**src/rtl/clk_divider_pkg.sv**
```systemverilog
// Shared helpers for the clock divider slice: counter sizing and phase lengths.
package clk_divider_pkg;

    // Counter width for a modulo-div counter, never narrower than one bit.
    function automatic int unsigned cnt_width(input int unsigned div);
        int unsigned w;
        w = $clog2(div);
        return (w < 1) ? 1 : w;
    endfunction

    // Low-phase length in edges; odd ratios put the extra edge in the low phase.
    function automatic int unsigned lo_len(input int unsigned div);
        return div - div / 2;
    endfunction

endpackage

```
**src/rtl/clk_divider_if.sv**
```systemverilog
// Output bundle of the clock divider: divided clock plus its phase counter.
interface clk_divider_if #(
    parameter int unsigned CW = 4
);
    logic          clk_out;
    logic [CW-1:0] cnt;

    modport master (output clk_out, output cnt);
    modport slave  (input  clk_out, input  cnt);
endinterface

```
**src/rtl/clk_divider_mod_counter.sv**
```systemverilog
// Synchronous-reset modulo-MOD counter exposing its current and next value.
module mod_counter
    import clk_divider_pkg::*;
#(
    parameter  int unsigned MOD = 10,
    localparam int unsigned W   = cnt_width(MOD)
) (
    input  logic         clk,
    input  logic         rst,
    output logic [W-1:0] cnt,
    output logic [W-1:0] cnt_nxt
);

    localparam logic [W-1:0] LAST = W'(MOD - 1);

    if (MOD < 2) begin : g_bad_mod
        $error("mod_counter: MOD must be >= 2");
    end

    logic [W-1:0] cnt_q;
    logic [W-1:0] cnt_d;

    // Explicit wrap compare, kept even when MOD is a power of two.
    always_comb begin
        cnt_d = (cnt_q == LAST) ? '0 : cnt_q + 1'b1;
    end

    // Counter register, cleared by synchronous reset.
    always_ff @(posedge clk) begin
        if (rst) begin
            cnt_q <= '0;
        end else begin
            cnt_q <= cnt_d;
        end
    end

    assign cnt     = cnt_q;
    assign cnt_nxt = cnt_d;

endmodule

```
**src/rtl/clk_divider.sv**
```systemverilog
// Integer clock divider: clk_out is a registered square wave, LO edges low then HI edges high.
module clk_divider
    import clk_divider_pkg::*;
#(
    parameter int unsigned DIV = 10
) (
    input  logic          clk_in,
    input  logic          rst,
    clk_divider_if.master out_if
);

    localparam int unsigned CW = cnt_width(DIV);
    localparam logic [CW-1:0] LO = CW'(lo_len(DIV));

    if (DIV < 2) begin : g_bad_div
        $error("clk_divider: DIV must be >= 2");
    end

    logic [CW-1:0] cnt;
    logic [CW-1:0] cnt_nxt;
    logic          clk_out_q;
    logic          clk_out_d;

    mod_counter #(
        .MOD (DIV)
    ) u_cnt (
        .clk     (clk_in),
        .rst     (rst),
        .cnt     (cnt),
        .cnt_nxt (cnt_nxt)
    );

    // Output level follows the counter value that will be loaded on this edge.
    always_comb begin
        clk_out_d = (cnt_nxt >= LO);
    end

    // Output flop; synchronous reset keeps clk_out low.
    always_ff @(posedge clk_in) begin
        if (rst) begin
            clk_out_q <= 1'b0;
        end else begin
            clk_out_q <= clk_out_d;
        end
    end

    assign out_if.clk_out = clk_out_q;
    assign out_if.cnt     = cnt;

endmodule

```
**src/flat_wrapper.sv**
```systemverilog
// flat-port wrapper written by rule: the top's interface ports become plain ports
module clk_divider_flat import clk_divider_pkg::*;
#(
    parameter int unsigned DIV = 10
)
  (clk_in, rst, out_if_clk_out, out_if_cnt);
  clk_divider_if #(.CW(4)) out_if_i ();
  input  logic clk_in;
  input  logic rst;
  output wire logic [$bits(out_if_i.clk_out)-1:0] out_if_clk_out;
  output wire logic [$bits(out_if_i.cnt)-1:0] out_if_cnt;
  assign out_if_clk_out = out_if_i.clk_out;
  assign out_if_cnt = out_if_i.cnt;
  clk_divider #(.DIV(DIV)) u_core (.clk_in(clk_in), .rst(rst), .out_if(out_if_i));
endmodule
```
**config.mk**
```make
export PLATFORM = sky130hd
export DESIGN_NAME = clk_divider_flat
export DESIGN_NICKNAME = d
export VERILOG_FILES = /design/src/rtl/clk_divider_pkg.sv /design/src/rtl/clk_divider_if.sv /design/src/rtl/clk_divider_mod_counter.sv /design/src/rtl/clk_divider.sv /design/src/flat_wrapper.sv
export SDC_FILE = /design/constraint.sdc
export NUM_CORES = 1
export LEC_CHECK = 0
export CORE_AREA = 2 2 39 41
export CTS_BUF_LIST = sky130_fd_sc_hd__clkbuf_2
export CTS_CLUSTER_SIZE = 14
export DETAILED_ROUTE_END_ITERATION = 7
export DIE_AREA = 0 0 41 43
export GPL_TIMING_DRIVEN = 0
export PLACE_DENSITY = 0.31
export SETUP_SLACK_MARGIN = 0.5
export SYNTH_ARGS = -nofsm -noshare
export SYNTH_HDL_FRONTEND = slang
export SYNTH_SLANG_ARGS = --single-unit
```
**constraint.sdc**
```tcl
create_clock -name clk_in -period 1 [get_ports clk_in]
set_input_delay 0.2 -clock clk_in [delete_from_list [all_inputs] [get_ports clk_in]]
set_output_delay 0.2 -clock clk_in [all_outputs]
set_load 0.01 [all_outputs]
```
==> results by group <==
Outcome
  – Outcome: finished clean

Worst setup path
  – CP endpoint kind: flop
  – Peak fanout along the critical path: 7
  – Crit Path Category: reg2reg
  – CP Launch Type: flop
  – Worst EP required: 1.15 ns
  – WP data arrival: 1.06 ns

Pwr
  – Power after layout: 0.0004933 W
  – Pwr/cell area: 1288 nW/um^2
  – P_leak: 0.1623 nW
  – Maximum vdd drop: 0.3363 mV

Timing
  – TNS Setup: 0 ns
  – Min Tclk post-route: 0.9069 ns
  – Fin. Hold Viols: 0
  – Hold WS: 0.3836 ns
  – RSZ-0062 raised after global routing: yes
  – Setup Viol. Count Final: 0
  – Setup Skew: 0.005613 ns
  – FMAX: 1103 MHz
  – Period Utilization, post-route: 90.69%
  – Max-slew violation count: 0
  – Worst slew pin tran: 0.1960 ns
  – Slew HR: 86.93%

Die
  – Die H: 43 um
  – Die footprint: 1763 sq um
  – Starting density of the core: 14.92%
  – Die W: 41 um
  – Row count: 14
  – Total I/O pin count: 7
  – Placeable Area: 1384 sq um

Routing
  – Drt pass-1 iters: 4
  – DRC Markers: 0
  – Drt first-iter violations: 8
  – Routed len/inst: 10.21 um
  – Final ANT Viol Nets: 0
  – Via Count: 218
  – Vias per inst: 4.113
  – WL final: 541 um

Global routing
  – Gr usage total: 7.329%
  – GRT met1 Usage: 10.29%
  – GRT met2 Usage: 7.187%
  – Initial antenna violation count: 0
  – Grt total ovfl: 0
  – Vias in the first global route: 178
  – GRT busiest layer: met1
  – GR met3 Demand/Resource: 3.141%
  – Largest net degree at the start of global routing: 8
  – First-pass GRT wire length: 786 um

CTS
  – CTS tree: yes
  – Hold-fix buffers, CTS: 0
  – Clock latency on the worst-skew pair: 0.22 ns
  – Root Buffer: clkbuf_2
  – Clock slew at reported path FFs: 0.06 ns
  – CTS max path bufs: 2
  – CTS H-tree depth: 1
  – Cts bufs inserted: 3
  – CTS sink cnt: 5

Yosys
  – Syn Inst Count: 23
  – Syn Area/Cell: 8.976 sq um
  – #FFs+latches synth: 5
  – YS warnings: 0
  – Yosys cell types: 13
  – Mapped Area: 206.4 sq um
  – Sequential share of the synthesized area: 48.48%
  – Mapped Nets: 25

Final layout
  – Cell area after layout: 382.9 sq um
  – Core Util, Final: 27.67%
  – NumNets Final: 40
  – # diodes: 0
  – Layout area overhead: 85.45%
  – Layout cells sized above 1: 59.46%

Place
  – Placed Area: 310.3 sq um
  – Detailed placer's ending HPWL: 323.6 um
  – Port Buffers: 6
  – GPL Wtd Cong: 0.6783

Worst hold path
  – Min-Delay Path Class: in2reg

Flow run
  – Number of max-cap violations: 0
[through the flow]
step	setup WS (ns)	instances
finish	0.09305	53
global route	0.04192	53
CTS	0.09486	53
detailed placement	-0.1332	45
global placement	-0.1272	45
floorplan	0.2265	23
[cell families (layout without fill, tap and decap cells)]
family / count (synthesis) / in the layout / synth area share (%)
compound gates: 5 / 5 / 15.15
xor+xnor: 1 / 1 / 4.243
buf+inv: 1 / 15 / 1.816
flops: 5 / 5 / 48.49
simple gates: 11 / 11 / 30.30
[registers in the layout, indices dropped and copies added, names as in the netlist]
signal,count
u_core.u_cnt.cnt,4
u_core.out_if.clk_out,1
[cell type report]
cell class                      instances  area [sq um]
Fill cell                             149          1001
Multi-Input combinational cell         17         118.9
Sequential cell                         5         116.4
Timing Repair Buffer                   10         103.9
Clock buffer                            4         20.02
Tap cell                               16         20.02
Inverter                                1         3.754
[cell usage after synthesis (all sizes together)]
| master | n | area, sq um |
|---|---|---|
| dfxtp | 5 | 100.1 |
| a41o | 1 | 10.01 |
| xor2 | 1 | 8.760 |
| nand4b | 1 | 8.760 |
| nor2b | 3 | 18.77 |
| nand3b | 1 | 7.510 |
| nand2b | 2 | 12.51 |
| o21ai | 2 | 10.01 |
| a31oi | 1 | 6.260 |
| nand2 | 1 | 3.750 |
| inv | 1 | 3.750 |
| a21oi | 1 | 5.000 |
| nor2 | 3 | 11.26 |
[per-layer routing]
metal	routed length, um	part of all wire [%]
met1	243	45
met2	259	48
met3	38	7.0
met4	0	0
met5	0	0
[worst paths after layout]
kind	from	to	slack [ns]	depth (start not counted)
setup / recovery	u_core.u_cnt.cnt[1]	u_core.u_cnt.cnt[1]	0.09	4
hold / removal	rst	u_core.u_cnt.cnt[3]	0.38	2
setup reg to reg	u_core.u_cnt.cnt[1]	u_core.u_cnt.cnt[1]	0.09	4
hold reg to reg	u_core.u_cnt.cnt[0]	u_core.u_cnt.cnt[0]	0.55	2
[timing repair]
item	CTS	global route
buffers inserted	4	0
setup endpoints to repair	10	10
resized for setup	28	4
gates cloned	0	0
pin swaps	2	1
[worst max-delay path, cell delays in order, from the launching register on]
cell,delay (ns)
dfxtp_4,0.34
buf_6,0.12
nand2b_4,0.14
o21ai_2,0.12
nor2b_1,0.12
[report_power, final]
part / leakage [nW] / total (W) / switching [W] / internal (W)
Sequential: 0.0441 / 0.000212 / 0.00000738 / 0.000205
Clock: 0.0166 / 0.000191 / 0.0000852 / 0.000106
Combinational: 0.102 / 0.0000900 / 0.0000393 / 0.0000507
[layout by cell type (no fill, tap or decap), drive strengths merged]
master	n
clkbuf	4
dfxtp	5
dlygate4sd2	1
nand3b	1
nor2b	3
a31oi	1
nand2b	2
o21ai	2
buf	9
nand2	1
a41o	1
inv	1
nand4b	1
a21oi	1
xor2	1
nor2	3
No activity file was read; power rests on OpenSTA's default activity.
